**src/rtl/arith_cmd_sequencer.sv**
```systemverilog
`default_nettype none
// ============================================================================
// Module      : arith_cmd_sequencer
// Description : Command FIFO plus issue/capture FSM in front of the
//               synchronous arithmetic unit, with a saturating error counter.
// Revision    : 1.0 - initial release
// ============================================================================
module arith_cmd_sequencer #(
    parameter int M     = 32,
    parameter int DEPTH = 4,
    parameter int TAG_W = 4
) (
    input  logic             clk,
    input  logic             i_reset,
    input  logic             i_cmd_valid,
    output logic             o_cmd_ready,
    input  logic [M-1:0]     i_cmd_A,
    input  logic [M-1:0]     i_cmd_B,
    input  logic [3:0]       i_cmd_op,
    input  logic [TAG_W-1:0] i_cmd_tag,
    output logic [M-1:0]     o_arg_A,
    output logic [M-1:0]     o_arg_B,
    output logic [3:0]       o_op,
    input  logic [M-1:0]     i_unit_result,
    input  logic [3:0]       i_unit_status,
    output logic             o_rsp_valid,
    input  logic             i_rsp_ready,
    output logic [M-1:0]     o_rsp_result,
    output logic [3:0]       o_rsp_status,
    output logic [TAG_W-1:0] o_rsp_tag,
    input  logic             i_clr_err,
    output logic [15:0]      o_err_count,
    output logic             o_busy
);
    localparam int c_PTR_W = (DEPTH > 1) ? $clog2(DEPTH) : 1;
    localparam int c_CNT_W = $clog2(DEPTH + 1);
    localparam logic [c_CNT_W-1:0] c_FULL    = c_CNT_W'(DEPTH);
    localparam logic [15:0]        c_ERR_MAX = 16'hFFFF;

    localparam logic [1:0] c_ST_IDLE    = 2'd0;
    localparam logic [1:0] c_ST_ISSUE   = 2'd1;
    localparam logic [1:0] c_ST_CAPTURE = 2'd2;
    localparam logic [1:0] c_ST_HOLD    = 2'd3;

    logic [M-1:0]       r_mem_a   [DEPTH];
    logic [M-1:0]       r_mem_b   [DEPTH];
    logic [3:0]         r_mem_op  [DEPTH];
    logic [TAG_W-1:0]   r_mem_tag [DEPTH];
    logic [c_PTR_W-1:0] r_wr_ptr;
    logic [c_PTR_W-1:0] r_rd_ptr;
    logic [c_CNT_W-1:0] r_count;

    logic [1:0]         r_state;
    logic [M-1:0]       r_arg_a;
    logic [M-1:0]       r_arg_b;
    logic [3:0]         r_op;
    logic [TAG_W-1:0]   r_pend_tag;
    logic               r_rsp_valid;
    logic [M-1:0]       r_rsp_result;
    logic [3:0]         r_rsp_status;
    logic [TAG_W-1:0]   r_rsp_tag;
    logic [15:0]        r_err_count;

    logic w_fifo_ne;
    logic w_push;
    logic w_pop;

    assign w_fifo_ne = (r_count != '0);
    assign w_push    = i_cmd_valid && (r_count != c_FULL);
    // A pop happens only when the FSM is free to start the next command.
    assign w_pop     = w_fifo_ne &&
                       ((r_state == c_ST_IDLE) || ((r_state == c_ST_HOLD) && i_rsp_ready));

    always_ff @(posedge clk) begin
        if (w_push) begin
            r_mem_a[r_wr_ptr]   <= i_cmd_A;
            r_mem_b[r_wr_ptr]   <= i_cmd_B;
            r_mem_op[r_wr_ptr]  <= i_cmd_op;
            r_mem_tag[r_wr_ptr] <= i_cmd_tag;
        end
    end

    always_ff @(posedge clk or posedge i_reset) begin
        if (i_reset) begin
            r_wr_ptr <= '0;
            r_rd_ptr <= '0;
            r_count  <= '0;
        end else begin
            if (w_push) r_wr_ptr <= r_wr_ptr + c_PTR_W'(1);
            if (w_pop)  r_rd_ptr <= r_rd_ptr + c_PTR_W'(1);
            case ({w_push, w_pop})
                2'b10:   r_count <= r_count + c_CNT_W'(1);
                2'b01:   r_count <= r_count - c_CNT_W'(1);
                default: r_count <= r_count;
            endcase
        end
    end

    always_ff @(posedge clk or posedge i_reset) begin
        if (i_reset) begin
            r_state      <= c_ST_IDLE;
            r_arg_a      <= '0;
            r_arg_b      <= '0;
            r_op         <= '0;
            r_pend_tag   <= '0;
            r_rsp_valid  <= 1'b0;
            r_rsp_result <= '0;
            r_rsp_status <= '0;
            r_rsp_tag    <= '0;
        end else begin
            case (r_state)
                c_ST_IDLE: begin
                    if (w_pop) begin
                        r_arg_a    <= r_mem_a[r_rd_ptr];
                        r_arg_b    <= r_mem_b[r_rd_ptr];
                        r_op       <= r_mem_op[r_rd_ptr];
                        r_pend_tag <= r_mem_tag[r_rd_ptr];
                        r_state    <= c_ST_ISSUE;
                    end
                end
                c_ST_ISSUE: begin
                    r_state <= c_ST_CAPTURE;
                end
                c_ST_CAPTURE: begin
                    r_rsp_result <= i_unit_result;
                    r_rsp_status <= i_unit_status;
                    r_rsp_tag    <= r_pend_tag;
                    r_rsp_valid  <= 1'b1;
                    r_state      <= c_ST_HOLD;
                end
                c_ST_HOLD: begin
                    if (i_rsp_ready) begin
                        r_rsp_valid <= 1'b0;
                        if (w_pop) begin
                            r_arg_a    <= r_mem_a[r_rd_ptr];
                            r_arg_b    <= r_mem_b[r_rd_ptr];
                            r_op       <= r_mem_op[r_rd_ptr];
                            r_pend_tag <= r_mem_tag[r_rd_ptr];
                            r_state    <= c_ST_ISSUE;
                        end else begin
                            r_state <= c_ST_IDLE;
                        end
                    end
                end
                default: r_state <= c_ST_IDLE;
            endcase
        end
    end

    // Clear has priority over an increment landing in the same cycle.
    always_ff @(posedge clk or posedge i_reset) begin
        if (i_reset) begin
            r_err_count <= '0;
        end else if (i_clr_err) begin
            r_err_count <= '0;
        end else if ((r_state == c_ST_CAPTURE) && i_unit_status[3] &&
                     (r_err_count != c_ERR_MAX)) begin
            r_err_count <= r_err_count + 16'd1;
        end
    end

    assign o_cmd_ready  = (r_count != c_FULL);
    assign o_arg_A      = r_arg_a;
    assign o_arg_B      = r_arg_b;
    assign o_op         = r_op;
    assign o_rsp_valid  = r_rsp_valid;
    assign o_rsp_result = r_rsp_result;
    assign o_rsp_status = r_rsp_status;
    assign o_rsp_tag    = r_rsp_tag;
    assign o_err_count  = r_err_count;
    assign o_busy       = w_fifo_ne || (r_state != c_ST_IDLE);

endmodule
`default_nettype wire

```
**config.mk**
```make
export PLATFORM = sky130hd
export DESIGN_NAME = arith_cmd_sequencer
export DESIGN_NICKNAME = d
export VERILOG_FILES = /design/src/rtl/arith_cmd_sequencer.sv
export SDC_FILE = /design/constraint.sdc
export NUM_CORES = 1
export LEC_CHECK = 0
export ABC_CLOCK_PERIOD_IN_PS = 4500
export BUFFER_PORTS_ARGS = -buffer_cell sky130_fd_sc_hd__buf_2
export CAP_MARGIN = 20
export CORE_MARGIN = 10
export CORE_UTILIZATION = 30
export CTS_BUF_LIST = sky130_fd_sc_hd__clkbuf_4 sky130_fd_sc_hd__clkbuf_8 sky130_fd_sc_hd__clkbuf_16
export DETAILED_ROUTE_END_ITERATION = 12
export GPL_ROUTABILITY_DRIVEN = 0
export PLACE_DENSITY_LB_ADDON = 0.08
export SYNTH_ARGS = -nofsm -noshare
export SYNTH_HDL_FRONTEND = slang
export SYNTH_SLANG_ARGS = --single-unit
```
**constraint.sdc**
```tcl
create_clock -name clk -period 4.5 [get_ports clk]
set_input_delay 0.45 -clock clk [delete_from_list [all_inputs] [get_ports clk]]
set_output_delay 0.45 -clock clk [all_outputs]
set_load 0.05 [all_outputs]
```
==> results of run 1 <==
## kinds of logic after synthesis
family | Yosys count
AOI/OAI and AO/OA | 25
xor gates and xnor gates | 6
adders and majority gates | 11
buffers and inverters | 45
DFF | 426
muxes | 194
and+or+nand+nor | 75
## synthesized netlist by cell type, types with 3 or more instances
| master | n | share of area (%) |
|---|---|---|
| sky130_fd_sc_hd__a21oi_1 | 6 | 0.19 |
| sky130_fd_sc_hd__mux2_4 | 3 | 0.28 |
| sky130_fd_sc_hd__mux4_2 | 72 | 10 |
| sky130_fd_sc_hd__nor2b_1 | 8 | 0.31 |
| sky130_fd_sc_hd__nor3_1 | 3 | 0.093 |
| sky130_fd_sc_hd__clkbuf_1 | 13 | 0.30 |
| sky130_fd_sc_hd__inv_1 | 10 | 0.23 |
| sky130_fd_sc_hd__ha_1 | 10 | 0.78 |
| sky130_fd_sc_hd__edfxtp_1 | 288 | 54 |
| sky130_fd_sc_hd__dfrtp_1 | 138 | 21 |
| sky130_fd_sc_hd__mux2_1 | 31 | 2.2 |
| sky130_fd_sc_hd__nor2_1 | 14 | 0.33 |
| sky130_fd_sc_hd__xnor2_1 | 4 | 0.22 |
| sky130_fd_sc_hd__nand4_1 | 3 | 0.12 |
| sky130_fd_sc_hd__nand2b_1 | 4 | 0.16 |
| sky130_fd_sc_hd__buf_2 | 17 | 0.53 |
| sky130_fd_sc_hd__nor4_1 | 3 | 0.12 |
| sky130_fd_sc_hd__o21ai_0 | 3 | 0.093 |
| sky130_fd_sc_hd__and3_1 | 6 | 0.23 |
| sky130_fd_sc_hd__mux2_2 | 86 | 6.0 |
| sky130_fd_sc_hd__nand2_1 | 13 | 0.30 |
| sky130_fd_sc_hd__nand3_1 | 5 | 0.16 |
## sequential cells by signal (all words and copies together), names as in the netlist
register	flops
r_mem_op	16
o_arg_A	32
r_rd_ptr	2
o_rsp_result	32
o_op	4
r_state	2
o_rsp_status	4
r_mem_tag	16
o_rsp_tag	4
o_err_count	16
r_wr_ptr	2
r_mem_a	128
r_mem_b	128
r_pend_tag	4
r_count	3
o_rsp_valid	1
o_arg_B	32
## metal layers
metal / GRT usage [%] / part of all wire [%] / vias up
li1: - / - / 3637
met5: 0 / 0.23 / -
met1: 15.77 / 43 / 4290
met2: 20.57 / 49 / 182
met4: 3.826 / 2.2 / 14
met3: 3.351 / 5.7 / 72
## power breakdown
group	switching, mW	internal (mW)
Combinational	3.52	1.97
Clock	1.52	2.17
Sequential	0.617	5.38
Total	5.66	9.53
## cell type report
| class | count | area (sq um) |
|---|---|---|
| Tap cell | 688 | 860.8 |
| Clock buffer | 70 | 1415 |
| Antenna cell | 1 | 2.502 |
| Fill cell | 4942 | 33160 |
| Inverter | 11 | 46.29 |
| Timing Repair Buffer | 256 | 1349 |
| Multi-Input combinational cell | 311 | 3842 |
| Sequential cell | 426 | 12110 |
| Clock inverter | 18 | 78.83 |
## placed cells by master (no fill, tap or decap), types with 3 or more instances in the layout
master	count
sky130_fd_sc_hd__nand2_1	13
sky130_fd_sc_hd__nor2_1	13
sky130_fd_sc_hd__nand3_1	5
sky130_fd_sc_hd__clkbuf_4	16
sky130_fd_sc_hd__mux2_1	31
sky130_fd_sc_hd__nor3_1	3
sky130_fd_sc_hd__clkbuf_16	49
sky130_fd_sc_hd__nor4_1	3
sky130_fd_sc_hd__buf_2	239
sky130_fd_sc_hd__mux4_2	72
sky130_fd_sc_hd__nor2b_1	8
sky130_fd_sc_hd__and3_4	4
sky130_fd_sc_hd__edfxtp_1	288
sky130_fd_sc_hd__inv_1	9
sky130_fd_sc_hd__clkinv_1	9
sky130_fd_sc_hd__nand4_1	3
sky130_fd_sc_hd__buf_4	15
sky130_fd_sc_hd__mux2_4	3
sky130_fd_sc_hd__xnor2_1	4
sky130_fd_sc_hd__nand2b_1	4
sky130_fd_sc_hd__clkbuf_8	5
sky130_fd_sc_hd__ha_1	9
sky130_fd_sc_hd__clkinv_2	9
sky130_fd_sc_hd__dfrtp_1	136
sky130_fd_sc_hd__mux2_2	86
sky130_fd_sc_hd__a21oi_1	6
sky130_fd_sc_hd__o21ai_0	3
## worst paths after layout
kind	to	cells after the start	start	slack, ns
hold reg to reg	o_arg_B[14]	1	o_arg_B[14]	0.48
max in group asynchronous	o_err_count[14]	3	i_reset	3.50
setup reg to reg	o_err_count[13]	6	r_state[0]	2.08
hold / removal	o_rsp_result[11]	2	i_reset	0.02
min in group clk	r_mem_b[0][10]	1	i_cmd_B[10]	0.10
setup / recovery	o_err_count[13]	6	r_state[0]	2.08
## through the flow
step / area, sq um / cells / hold slack, ns / power (mW)
5_1_grt: 19700 / 1780 / 0.06242 / 16.09
3_5_place_dp: 18210 / 1692 / 0.4701 / 11.77
6_report: 19700 / 1781 / 0.01964 / 15.18
4_1_cts: 19700 / 1780 / 0.03433 / 15.56
2_1_floorplan: 16120 / 782 / 0.4522 / 10.10
3_3_place_gp: 18210 / 1692 / 0.4659 / 11.73
==> key figures, run 1 <==
Status
  – Outcome: finished, final reports clean

Yosys
  – Complex-gate fraction of the synthesized area: 1.102%
  – Share of flip-flops with an asynchronous set or reset: 32.39%
  – Distinct cell type count of the synthesized netlist: 51
  – Basic-gate share of the synthesized area counting and, or, nand and nor cells: 2.686%
  – Synth Instances: 782
  – Parity-gate share of the synthesized area counting xor and xnor cells: 0.3260%
  – Part of the Yosys area used for sequential elements: 75.08%
  – Yosys Warn Count: 0
  – Synthesis-stage register bit count: 426
  – Mapped cell area: 16120 sq um
  – Proportion of synthesized area in mux cells: 18.64%
  – Net count of the mapped netlist: 906
  – Number of enable flip-flop cells after synthesis: 288
  – Average cell area after synthesis: 20.61 sq um
  – Post-synth top flop: sky130_fd_sc_hd__edfxtp_1
  – Synthesized-area fraction occupied by adder cells: 0.9004%
  – Main combinational cell family by area after synthesis: multiplexers

Clock tree
  – Clock latency on the worst-skew pair: 0.56 ns
  – Clock tree root driver cell: sky130_fd_sc_hd__clkbuf_16
  – TritonCTS Sinks: 426
  – H-tree level count: 2
  – Count of buffers added by post-CTS timing repair for setup: 0
  – Clock transition at path regs: 0.06 ns
  – Number of buffers inserted by hold repair at cts: 0
  – Number of buffers on the longest clock path: 3
  – Clock buffers created by TritonCTS: 48
  – Clock tree from TritonCTS: yes
  – Post-cts resize count: 0

Timing
  – Count of final hold-check violations: 0
  – Minimum clock period: 2.416 ns
  – Peak Freq: 413.9 MHz
  – Setup skew after layout: 0.007931 ns
  – Max-Slew Margin vs Limit: 32.45%
  – Final worst path period share: 53.69%
  – Final Setup Violations: 0
  – Worst Slack Setup Final: 2.084 ns
  – Unrepaired setup endpoints after global routing: false
  – Slew Viols, Final: 0
  – Slew @ Worst Pin: 1.006 ns
  – Post-Route Setup TNS: 0 ns

Global routing
  – Via count of the first global-routing pass: 9238
  – Total GRT Usage: 12.46%
  – Maximum number of pins on one net before global-route repair: 67
  – Global-route wire length before repair: 59.98 mm
  – Total congestion overflow: 0
  – Antenna violations before repair: 8

Floorplan
  – Effective utilization at floorplan: 30.49%
  – Std-Cell Core Area: 52870 sq um
  – DIE HEIGHT: 251.8 um
  – Core Rows: 84
  – Die area: 63400 sq um
  – I/O pin total: 240
  – Horizontal extent of the die: 251.8 um

Layout
  – Final net count: 1178
  – Final cell utilization of the core: 37.27%
  – Share of cells above drive strength 1: 47.16%
  – Post-synthesis to final-layout area growth: 22.24%

Worst setup path
  – Critical-path cell list: inv_1 > ha_2 > and2_1 > nand2_1 > nor4_1 > mux2_1
  – Cell with the largest stage delay on the worst path: sky130_fd_sc_hd__ha_2
  – Worst Path Class, Setup: flop to flop
  – CP startpoint kind: flop
  – Worst endpoint data arrival time: 2.86 ns
  – Count of buffer and inverter cells on the critical path: 1
  – Largest fanout on the critical path: 24
  – Endpoint class of the critical path: flop
  – CP peak stage delay: 0.59 ns
  – Required time at the worst-slack endpoint: 4.94 ns
  – Dominant delay contributor by cell family on the critical path: simple AND/OR/NAND/NOR gates

Place
  – Pre-CTS WS: 2.077 ns
  – Post-DP HPWL: 24.11 mm
  – Port buffer count: 239

Pwr
  – Worst-case vdd ir drop: 0.3828 mV
  – Leak: 7.382 nW
  – Cell Pwr Density: 770.6 nW/um^2

Route
  – Final Routed Wirelength: 39.17 mm
  – Drc violations: 0
  – Avg WL per Cell: 21.99 um
  – Count of routing violations after the opening detailed-route iteration: 409
  – Post-route ant nets: 0
  – Via count: 8195
  – First-pass detailed-route iteration total: 4
  – Vias per Instance: 4.601

Hold path
  – Hold Crit Class: input pin to async pin

Run
  – Number of maximum-capacitance constraint violations: 0
Note: power is estimated with default switching activity, not from simulation.
==> run 2, diff against run 1 <==
--- a/config.mk
+++ b/config.mk
@@ -5,7 +5,8 @@
 export SDC_FILE = /design/constraint.sdc
 export NUM_CORES = 1
 export LEC_CHECK = 0
-export ABC_CLOCK_PERIOD_IN_PS = 4500
+export ABC_AREA = 1
+export ABC_CLOCK_PERIOD_IN_PS = 2250
 export BUFFER_PORTS_ARGS = -buffer_cell sky130_fd_sc_hd__buf_2
 export CAP_MARGIN = 20
 export CORE_MARGIN = 10
==> constraint.sdc (replaced) <==
create_clock -name clk -period 2.25 [get_ports clk]
set_input_delay 0.225 -clock clk [delete_from_list [all_inputs] [get_ports clk]]
set_output_delay 0.225 -clock clk [all_outputs]
set_load 0.05 [all_outputs]
==> key figures, run 2 <==
Status
  – Outcome: finished, final reports clean

Floorplan
  – Effective utilization at floorplan: 30.41% (-0.079 points)
  – Core Rows: 85 (+1.2%)
  – Std-Cell Core Area: 53920 sq um (+2.0%)
  – DIE HEIGHT: 253.8 um (+0.79%)
  – Horizontal extent of the die: 253.8 um (+0.79%)
  – I/O pin total: 240 (unchanged)
  – Die area: 64410 sq um (+1.6%)

Pwr
  – Power dissipated by switching net loads: 13.11 mW (+130%)
  – Sequential cell fraction of total power: 36.3% (-3.2 points)
  – Worst-case vdd ir drop: 0.6922 mV (+81%)
  – Cell Pwr Density: 1501 nW/um^2 (+95%)
  – Switching fraction of total power: 40.94% (+3.7 points)
  – Internal Power: 18.92 mW (+99%)
  – Clock Power Share: 24.6% (+0.3 points)
  – Total design power: 32.03 mW (+110%)
  – Portion of total power attributed to combinational logic: 39.1% (+2.9 points)
  – Leak: 8.227 nW (+11%)

Worst setup path
  – CP startpoint kind: flop
  – Worst endpoint data arrival time: 2.48 ns (-0.38 ns)
  – Required time at the worst-slack endpoint: 2.70 ns (-2.24 ns)
  – Critical-path cell list: inv_1 > ha_1 > o21ai_2 > inv_1 > ha_1 > fa_1 > a21oi_1 > o21ai_1 > xor2_1
  – Dominant delay contributor by cell family on the critical path: adder cells
  – Cell with the largest stage delay on the worst path: sky130_fd_sc_hd__fa_1
  – Largest fanout on the critical path: 3 (-88%)
  – Endpoint class of the critical path: flop
  – Count of buffer and inverter cells on the critical path: 2 (+1)
  – Worst Path Class, Setup: flop to flop
  – CP peak stage delay: 0.40 ns (-0.19 ns)

Timing
  – Final worst path period share: 90.30% (+37 points)
  – Max-Slew Margin vs Limit: 54.94% (+22 points)
  – Minimum clock period: 2.032 ns (-0.3845 ns)
  – Slew @ Worst Pin: 0.6752 ns (-0.3304 ns)
  – Slew Viols, Final: 0 (unchanged)
  – Setup skew after layout: 0.01566 ns (+0.007724 ns)
  – Final Setup Violations: 0 (unchanged)
  – Count of final hold-check violations: 0 (unchanged)
  – Unrepaired setup endpoints after global routing: false
  – Peak Freq: 492.2 MHz (+19%)

Yosys
  – Largest area contributor in the synthesized netlist: sky130_fd_sc_hd__edfxtp_1
  – Count leader, synth: sky130_fd_sc_hd__nor2_1
  – Mapped cell area: 16400 sq um (+1.7%)
  – Post-synth top flop: sky130_fd_sc_hd__edfxtp_1
  – Synth Instances: 1317 (+68%)
  – Area fraction of the dominant cell type after synthesis: 52.74% (-0.91 points)
  – Synthesis-stage register bit count: 426 (unchanged)
  – Leading post-synthesis cells by cell area: sky130_fd_sc_hd__edfxtp_1 53%, sky130_fd_sc_hd__dfrtp_1 21%, sky130_fd_sc_hd__nor2_1 8.9%
  – Share of flip-flops with an asynchronous set or reset: 32.39% (unchanged)
  – Number of enable flip-flop cells after synthesis: 288 (unchanged)
  – Net count of the mapped netlist: 1441 (+59%)
  – Synth top cells by count: 387 x sky130_fd_sc_hd__nor2_1, 288 x sky130_fd_sc_hd__edfxtp_1, 157 x sky130_fd_sc_hd__o21ai_0
  – Part of the Yosys area used for sequential elements: 73.80% (-1.3 points)
  – Yosys Warn Count: 0 (unchanged)
  – Distinct cell type count of the synthesized netlist: 27 (-47%)
  – Average cell area after synthesis: 12.45 sq um (-40%)

Layout
  – Commonest non-fill, non-tap cells in the layout: 383 x sky130_fd_sc_hd__nor2_1, 288 x sky130_fd_sc_hd__edfxtp_1, 239 x sky130_fd_sc_hd__buf_2
  – Final net count: 1804 (+53%)
  – Share of cells above drive strength 1: 24.46% (-23 points)
  – Largest registers: r_mem_a x128, r_mem_b x128
  – Post-synthesis to final-layout area growth: 30.18%
  – Post-layout instance area: 21350 sq um (+8.3%)
  – Most frequent standard cell in the layout excluding fill and tap cells: sky130_fd_sc_hd__nor2_1
  – Final cell utilization of the core: 39.59% (+2.3 points)

Global routing
  – Total GRT Usage: 13.86% (+1.4 points)
  – Antenna violations before repair: 5 (-3)
  – Global-route wire length before repair: 68.37 mm (+14%)
  – Via count of the first global-routing pass: 11216 (+21%)
  – Total congestion overflow: 0 (unchanged)
  – Maximum number of pins on one net before global-route repair: 113 (+69%)

Place
  – Port buffer count: 239 (unchanged)
  – Placed cell areas: 18610 sq um (+2.2%)
  – Post-DP HPWL: 25.82 mm (+7.1%)

Clock tree
  – Count of buffers added by post-CTS timing repair for setup: 0 (unchanged)
  – H-tree level count: 2 (unchanged)
  – Clock latency on the worst-skew pair: 0.58 ns (+0.02 ns)
  – Clock buffers created by TritonCTS: 50 (+4.2%)
  – Clock transition at path regs: 0.06 ns (about the same)
  – Number of buffers on the longest clock path: 3 (unchanged)
  – Clock tree from TritonCTS: yes
  – TritonCTS Sinks: 426 (unchanged)
  – Clock tree root driver cell: sky130_fd_sc_hd__clkbuf_16

Route
  – Drc violations: 0 (unchanged)
  – Count of routing violations after the opening detailed-route iteration: 604 (+48%)
  – Avg WL per Cell: 18.49 um (-16%)
  – Final Routed Wirelength: 44.72 mm (+14%)
  – Post-route ant nets: 0 (unchanged)
  – First-pass detailed-route iteration total: 4 (unchanged)
  – Vias per Instance: 4.516 (-1.8%)
  – Via count: 10925 (+33%)

Run
  – Number of maximum-capacitance constraint violations: 0 (unchanged)

Hold path
  – Hold Crit Class: input pin to flop
run 2: cell count changes after synthesis, moves of 8 or more:
cell	before	now
sky130_fd_sc_hd__clkbuf_1	13	29
sky130_fd_sc_hd__buf_2	17	26
sky130_fd_sc_hd__mux4_2	72	0
sky130_fd_sc_hd__nand2_1	13	67
sky130_fd_sc_hd__nand3_1	5	18
sky130_fd_sc_hd__a31oi_1	0	71
sky130_fd_sc_hd__mux2_1	31	0
sky130_fd_sc_hd__o21ai_0	3	157
sky130_fd_sc_hd__mux2_2	86	38
sky130_fd_sc_hd__nor2_1	14	387
sky130_fd_sc_hd__nor2b_1	8	0
sky130_fd_sc_hd__inv_1	10	36
run 2: layout make-up:
cell class / count / area [sq um]
fillers: 5165 / 32570
flip-flops and latches: 426 / 12110
multi-input cells: 783 / 3887
repair buffers: 380 / 2708
clock buffers: 77 / 1503
well taps: 696 / 870.8
inverters: 39 / 156.4
clock inverters: 16 / 108.9
diodes: 2 / 5.005
run 2: path summary, 6_finish.rpt:
path                                   from          endpoint  slack [ns]  depth (start not counted)
min reg2reg                o_rsp_result[31]  o_rsp_result[31]        0.50                          1
max reg2reg                      r_state[1]        r_count[2]        0.22                          9
min in group asynchronous           i_reset       o_arg_B[28]        0.17                          3
max in group asynchronous           i_reset       r_rd_ptr[1]        1.44                          4
max                              r_state[1]        r_count[2]        0.22                          9
min                             i_cmd_valid       r_wr_ptr[0]        0.05                          3
run 2: power by group through the flow:
| stage | Combinational (mW) | Sequential (mW) | Clock (mW) |
|---|---|---|---|
| 3_3_place_gp | 12.7 | 11.8 | 0 |
| 2_1_floorplan | 5.43 | 15.1 | 0 |
| 4_1_cts | 12.9 | 11.7 | 8.16 |
| 6_report | 12.5 | 11.6 | 7.87 |
| 3_5_place_dp | 12.7 | 11.8 | 0 |
| 5_1_grt | 13.8 | 11.9 | 8.50 |
run 2: timing repair:
item / CTS / global route
hold buffers: 111 / 0
gates resized for setup: 0 / 4
hold endpoints to repair: 476 / 0
setup endpoints to repair: 0 / 2
run 2: per-layer routing:
metal,wire (um),global-route usage (%),up-vias
met4,786,3.403,6
met2,21610,23.35,204
li1,-,-,5332
met3,2480,3.770,66
met1,19800,17.34,5317
met5,37,0,-
run 2: kinds of logic (layout without fill, tap and decap cells):
group / count (synthesis) / count (layout) / synth area share (%)
fa+ha+maj: 11 / 11 / 0.8851
other cells: 0 / 2 / 0
compound gates: 239 / 239 / 7.859
mux: 38 / 38 / 2.609
simple gates: 489 / 489 / 11.67
buf+inv: 108 / 512 / 2.854
xor+xnor: 6 / 6 / 0.3205
flops: 426 / 426 / 73.80
run 2: worst register-to-register path, stage by stage (launching register included):
cell                      delay, ns
sky130_fd_sc_hd__dfrtp_1       0.38
sky130_fd_sc_hd__inv_1         0.09
sky130_fd_sc_hd__ha_1          0.23
sky130_fd_sc_hd__o21ai_2       0.17
sky130_fd_sc_hd__inv_1         0.08
sky130_fd_sc_hd__ha_1          0.21
sky130_fd_sc_hd__fa_1          0.40
sky130_fd_sc_hd__a21oi_1       0.13
sky130_fd_sc_hd__o21ai_1       0.09
sky130_fd_sc_hd__xor2_1        0.14
run 2: metrics by stage:
| step | TNS (ns) | hold WS, ns | instances | setup WS, ns |
|---|---|---|---|---|
| floorplan | -174.32 | 0.3239 | 1317 | -0.8053 |
| finish | 0 | 0.04626 | 2419 | 0.2184 |
| detailed placement | 0 | 0.2006 | 2213 | 0.06715 |
| global route | 0 | 0.03735 | 2419 | 0.03203 |
| global placement | 0 | 0.2002 | 2213 | 0.03506 |
| CTS | 0 | 0.003637 | 2417 | 0.02172 |
